$ cat src/rtl/uart_tx_serializer.sv
// uart_tx_serializer
// -----------------------------------------------------------------------------
// Pops words from the TX FIFO (show-ahead read port) and shifts each one out on
// txd as an asynchronous serial frame: start bit, data LSB first, optional
// parity bit, then one or two stop bits. The bit period is baud_div+1 clocks.
// Frame settings are captured when a word is popped, so changing them mid-frame
// only affects the next frame.
//
// Configuration macro: UART_TX_PARITY_EN
//   defined   - PARITY state compiled in; parity_en / parity_odd are honoured.
//   undefined - no parity bit; parity_en / parity_odd are ignored.
//
// Ports:
//   clk, rst_n   clock, asynchronous active-low reset
//   tx_en        allow popping new words (a frame in flight always completes)
//   baud_div     bit period minus one, in clk cycles
//   stop2        1: two stop bits, 0: one stop bit
//   parity_en    add a parity bit (UART_TX_PARITY_EN builds only)
//   parity_odd   1: odd parity, 0: even parity
//   fifo_empty   FIFO empty flag
//   fifo_dout    FIFO head word, valid while fifo_empty=0
//   fifo_rd      pop strobe, one cycle per word
//   txd          registered serial output, idles high
//   busy         high whenever a frame is in progress
//   tx_done      one-cycle pulse on the last cycle of the final stop bit
// -----------------------------------------------------------------------------
module uart_tx_serializer #(
    parameter int DATA_WIDTH = 8,
    parameter int DIV_WIDTH  = 16
) (
    input  logic                  clk,
    input  logic                  rst_n,
    input  logic                  tx_en,
    input  logic [DIV_WIDTH-1:0]  baud_div,
    input  logic                  stop2,
    input  logic                  parity_en,
    input  logic                  parity_odd,
    input  logic                  fifo_empty,
    input  logic [DATA_WIDTH-1:0] fifo_dout,
    output logic                  fifo_rd,
    output logic                  txd,
    output logic                  busy,
    output logic                  tx_done
);

    localparam int BIT_CNT_W = (DATA_WIDTH > 1) ? $clog2(DATA_WIDTH) : 1;
    localparam logic [BIT_CNT_W-1:0] LAST_BIT = BIT_CNT_W'(DATA_WIDTH - 1);

    typedef enum logic [2:0] {
        S_IDLE   = 3'd0,
        S_START  = 3'd1,
        S_DATA   = 3'd2,
`ifdef UART_TX_PARITY_EN
        S_PARITY = 3'd3,
`endif
        S_STOP   = 3'd4
    } state_t;

    state_t                 state_q, state_d;
    logic [DATA_WIDTH-1:0]  shift_q, shift_d;
    logic [DIV_WIDTH-1:0]   baud_q,  baud_d;
    logic [DIV_WIDTH-1:0]   div_q,   div_d;
    logic [BIT_CNT_W-1:0]   bit_q,   bit_d;
    logic                   stop_q,  stop_d;     // second stop bit in progress
    logic                   stop2_q, stop2_d;
    logic                   txd_q,   txd_d;

`ifdef UART_TX_PARITY_EN
    logic                   par_en_q,  par_en_d;
    logic                   par_bit_q, par_bit_d;
`else
    logic                   unused_parity;
    assign unused_parity = parity_en ^ parity_odd;
`endif

    logic launch;
    logic do_launch;
    logic bit_end;

    // Gated by rst_n so no word is popped (and lost) while the block is held
    // in reset.
    assign launch  = rst_n & tx_en & ~fifo_empty;
    assign bit_end = (baud_q == '0);

    // NOTE: every variable gets a default before the case statement; without
    // it, paths that do not assign a signal would infer a latch.
    always_comb begin
        state_d   = state_q;
        shift_d   = shift_q;
        baud_d    = baud_q;
        div_d     = div_q;
        bit_d     = bit_q;
        stop_d    = stop_q;
        stop2_d   = stop2_q;
`ifdef UART_TX_PARITY_EN
        par_en_d  = par_en_q;
        par_bit_d = par_bit_q;
`endif
        do_launch = 1'b0;
        fifo_rd   = 1'b0;
        tx_done   = 1'b0;

        case (state_q)
            S_IDLE: do_launch = launch;

            S_START: begin
                if (bit_end) begin
                    state_d = S_DATA;
                    baud_d  = div_q;
                    bit_d   = '0;
                end else begin
                    baud_d  = baud_q - 1'b1;
                end
            end

            S_DATA: begin
                if (bit_end) begin
                    baud_d  = div_q;
                    shift_d = shift_q >> 1;
                    if (bit_q == LAST_BIT) begin
                        bit_d  = '0;
                        stop_d = 1'b0;
`ifdef UART_TX_PARITY_EN
                        state_d = par_en_q ? S_PARITY : S_STOP;
`else
                        state_d = S_STOP;
`endif
                    end else begin
                        bit_d = bit_q + 1'b1;
                    end
                end else begin
                    baud_d = baud_q - 1'b1;
                end
            end

`ifdef UART_TX_PARITY_EN
            S_PARITY: begin
                if (bit_end) begin
                    state_d = S_STOP;
                    baud_d  = div_q;
                    stop_d  = 1'b0;
                end else begin
                    baud_d  = baud_q - 1'b1;
                end
            end
`endif

            S_STOP: begin
                if (bit_end) begin
                    if (stop2_q && !stop_q) begin
                        stop_d = 1'b1;
                        baud_d = div_q;
                    end else begin
                        // Last cycle of the frame: relaunch with no idle gap
                        // if another word is ready.
                        tx_done = 1'b1;
                        stop_d  = 1'b0;
                        if (launch) begin
                            do_launch = 1'b1;
                        end else begin
                            state_d = S_IDLE;
                            baud_d  = '0;
                        end
                    end
                end else begin
                    baud_d = baud_q - 1'b1;
                end
            end

            default: begin
                state_d = S_IDLE;
                baud_d  = '0;
            end
        endcase

        if (do_launch) begin
            fifo_rd   = 1'b1;
            state_d   = S_START;
            shift_d   = fifo_dout;
            div_d     = baud_div;
            baud_d    = baud_div;
            stop2_d   = stop2;
            bit_d     = '0;
            stop_d    = 1'b0;
`ifdef UART_TX_PARITY_EN
            par_en_d  = parity_en;
            par_bit_d = (^fifo_dout) ^ parity_odd;
`endif
        end

        // txd is registered, so it is computed from the state being entered.
        case (state_d)
            S_START:  txd_d = 1'b0;
            S_DATA:   txd_d = shift_d[0];
`ifdef UART_TX_PARITY_EN
            S_PARITY: txd_d = par_bit_d;
`endif
            default:  txd_d = 1'b1;
        endcase
    end

    // NOTE: sequential state uses non-blocking assignments so every register
    // samples pre-edge values regardless of statement order.
    // NOTE: the shift register is reset too; it is only a few flops and keeps
    // txd and the state fully defined straight out of reset.
    always_ff @(posedge clk or negedge rst_n) begin
        if (!rst_n) begin
            state_q   <= S_IDLE;
            shift_q   <= '0;
            baud_q    <= '0;
            div_q     <= '0;
            bit_q     <= '0;
            stop_q    <= 1'b0;
            stop2_q   <= 1'b0;
            txd_q     <= 1'b1;
`ifdef UART_TX_PARITY_EN
            par_en_q  <= 1'b0;
            par_bit_q <= 1'b0;
`endif
        end else begin
            state_q   <= state_d;
            shift_q   <= shift_d;
            baud_q    <= baud_d;
            div_q     <= div_d;
            bit_q     <= bit_d;
            stop_q    <= stop_d;
            stop2_q   <= stop2_d;
            txd_q     <= txd_d;
`ifdef UART_TX_PARITY_EN
            par_en_q  <= par_en_d;
            par_bit_q <= par_bit_d;
`endif
        end
    end

    assign txd  = txd_q;
    assign busy = (state_q != S_IDLE);

endmodule

$ cat config.mk
export PLATFORM = sky130hd
export DESIGN_NAME = uart_tx_serializer
export DESIGN_NICKNAME = d
export VERILOG_FILES = /design/src/rtl/uart_tx_serializer.sv
export SDC_FILE = /design/constraint.sdc
export NUM_CORES = 1
export LEC_CHECK = 0
export BUFFER_PORTS_ARGS = -buffer_cell sky130_fd_sc_hd__clkbuf_2
export CORE_MARGIN = 2
export CORE_UTILIZATION = 40
export CTS_CLUSTER_SIZE = 20
export DETAILED_ROUTE_END_ITERATION = 16
export PLACE_DENSITY = 0.58
export SLEW_MARGIN = 25
export SYNTH_ARGS = -nofsm -noshare
export SYNTH_HDL_FRONTEND = slang
export SYNTH_SLANG_ARGS = --single-unit
$ cat constraint.sdc
create_clock -name clk -period 2.8 [get_ports clk]
set_input_delay 0.42 -clock clk [delete_from_list [all_inputs] [get_ports clk]]
set_output_delay 0.42 -clock clk [all_outputs]
set_load 0.01 [all_outputs]
==> impl_metrics.tcl <==
set metrics [dict create \
    yosysTopAreaCell "dfrtp_1" \
    cts_buffer_depth 2 \
    path_clk_slew_ns 0.10 \
    yosysSeqAreaShare_pct 46.0 \
    wl_per_cell_um 14.8 \
    grt_max_degree 42 \
    synthCells 296 \
    worstSkewPairLatency_ns 0.32 \
    io_buffers 32 \
    seqCellArea_um2 1230 \
    synth_edf_count 0 \
    cts_max_level 2 \
    worstMarginPinSlew_ns 0.676 \
    end_kind "output pin" \
    place_hpwl_um 4100 \
    rrSetupSlack_ns 0.56 \
    fin_nets 362 \
    cp_data_required_time_ns 2.38 \
    setup_viol_count_final 0 \
    cts.sinks 49 \
    peakVddDrop_mv 0.222 \
    core_um2 6390 \
    fin_crit_ns 2.53 \
    vias 2204 \
    fin_crit_sh_pct 90.3 \
    crit_path_max_fanout 8 \
    cts_setup_buffers 0 \
    wirelength_um 5990 \
    final_cell_mix "nand2_1 (83), dfrtp_1 (48), clkbuf_2 (32), nand3_1 (21), nor2_1 (18)" \
    cp-start-kind "flip-flop" \
    layout_commonest_cell "nand2_1" \
    top_usage_layer "met2" \
    drv_slew 0 \
    fillerInstances 647 \
    first_pass_iters 4 \
    grt_use_met2_pct 26.3 \
    syn_to_final_growth_pct 12.9 \
    run_status "finished, final reports clean" \
    p_leak_nw 1.44 \
    met3_usage_pct 3.46 \
    hold_violations 0 \
    die-height_um 85.6 \
    synth_top_cell_area_share_pct 45.0 \
    root_buffer "clkbuf_8" \
    final_cell_count_no_fill 405 \
    ys_ff_latch 49 \
    synth_ff_type "dfrtp_1" \
    cts_tree "done" \
    clock_skew_ns 0.0192 \
    finalSetupTns_ns 0 \
    multi_input_area_um2 1350 \
    drive_above_1_share_pct 19.8 \
    first_iter_violations 128 \
    antenna_found_initial 0 \
    grt_pass1_wl_um 10100 \
    ys_async_sr_fraction_pct 100 \
    grt_usage_pct 17.6 \
    antennaDiodeCount 0 \
    crit_arrival_ns 2.11 \
    ios 35 \
    ys_warn_count 0 \
    met1_usage_pct 25.3 \
    drv_cap 0 \
    grt_pass1_vias 2056 \
    final_antenna_net_count 0 \
    synth_area_um2 2670 \
    row_count 29 \
    relSlewSlack_pct 54.6 \
    ys_top_cells_by_area "dfrtp_1 (45%), nand2_1 (12%), nand3_1 (3.9%), nor2_1 (2.7%), o211ai_1 (2.0%)" \
    cts-buffers-inserted 5 \
    dp_cells 396 \
    gp_congestion 0.764 \
    overflow 0 \
    initial_core_util_pct 41.8 \
    critPathKind "reg2out" \
    hold_class "in2async" \
    drc 0 \
    viasPerCell 5.44 \
    dieWidth_um 85.6 \
    totalPowerFinal_mw 1.24 \
    syn_nets 331 \
    ys_types 54 \
    rsz0062_at_grt "false" \
    syn_avg_cell_area_um2 9.01 \
    fmax_mhz 395 \
    fin_hold_ws_ns 0.278 \
    power_density_nw_per_um2 413 \
    dieArea_um2 7340 \
]
[area by class of cell]
type	instances	area share (%)
clock buffers	5	2.29
clock inverters	3	0.956
inverters	5	0.624
multi-input cells	226	44.7
flip-flops and latches	49	40.8
well taps	77	3.20
repair buffers	40	7.40
[where the power goes]
part	switching, mW	total [mW]	leakage (nW)	internal [mW]
clock	0.273	0.460	0.0506	0.187
sequential	0.00743	0.726	0.614	0.718
combinational	0.0318	0.0570	0.773	0.0252
[path summary, 6_finish.rpt]
| path | start | cells past startpoint | endpoint |
|---|---|---|---|
| max in group asynchronous | rst_n | 2 | bit_q[1]$_DFFE_PN0P_ |
| min reg2reg | div_q[4]$_DFFE_PN0P_ | 2 | div_q[4]$_DFFE_PN0P_ |
| max reg2reg | baud_q[0]$_DFFE_PN0P_ | 7 | baud_q[10]$_DFFE_PN0P_ |
| min | rst_n | 2 | div_q[8]$_DFFE_PN0P_ |
| max | baud_q[10]$_DFFE_PN0P_ | 4 | tx_done |
| min in group clk | stop2 | 3 | stop2_q$_DFFE_PN0P_ |
[per-stage QoR]
stage / utilization (%) / setup slack [ns] / cell area [µm²]
after floorplan: - / 0.678 / 2670
after global placement: 45.3 / 0.383 / 2890
after detailed placement: 45.3 / 0.362 / 2900
after CTS: 47.0 / 0.0361 / 3000
after global routing: 47.1 / 0.163 / 3010
final: 47.1 / 0.270 / 3010
[per-layer routing]
metal | up-vias | part of all wire (%) | routed length (µm)
met5 | - | 0 | 0
met4 | 0 | 2.1 | 125
met3 | 10 | 4.2 | 252
met2 | 44 | 43 | 2590
met1 | 1037 | 50 | 3020
li1 | 1113 | - | -
[cell usage after synthesis, types with 3 or more instances]
cell and instances:
o211ai_1 7, ha_1 4, nand3_1 21, or3_1 3
xor2_1 4, nor2_1 19, clkbuf_1 7, inv_1 4
dfrtp_1 48, a22oi_1 6, a21oi_1 7, nor3_1 5
a221o_1 4, o21ai_0 5, a211o_1 6, buf_2 6
nor4_1 4, a211oi_1 3, xnor2_1 5, nand2_1 83
[cells by family after synthesis]
family / Yosys count / share of synthesized area (%)
flip-flops: 49 / 46.0
buffers and inverters: 21 / 3.80
XOR/XNOR: 9 / 2.96
AND/OR/NAND/NOR: 160 / 29.7
AO/OA/AOI/OAI: 51 / 14.8
multiplexers: 2 / 0.798
adder cells (fa/ha/maj): 4 / 1.88
[timing repair]
item	in CTS	in global routing
hold endpoints to repair	8	0
resized for setup	0	2
setup endpoints to repair	0	2
hold buffers	1	0
[critical path: stages (launching register included)]
cell and delay [ns]:
dfrtp_1 0.45, nor4_2 0.50, nand4_2 0.36, nor3_1 0.32, clkbuf_2 0.18
[sequential cells by signal, summed over array words and instances (netlist names)]
register and flops:
baud_q 16, bit_q 3, div_q 16, shift_q 8, state_q 3, stop2_q 1, stop_q 1, txd 1
No activity file was read; power rests on OpenSTA's default activity.
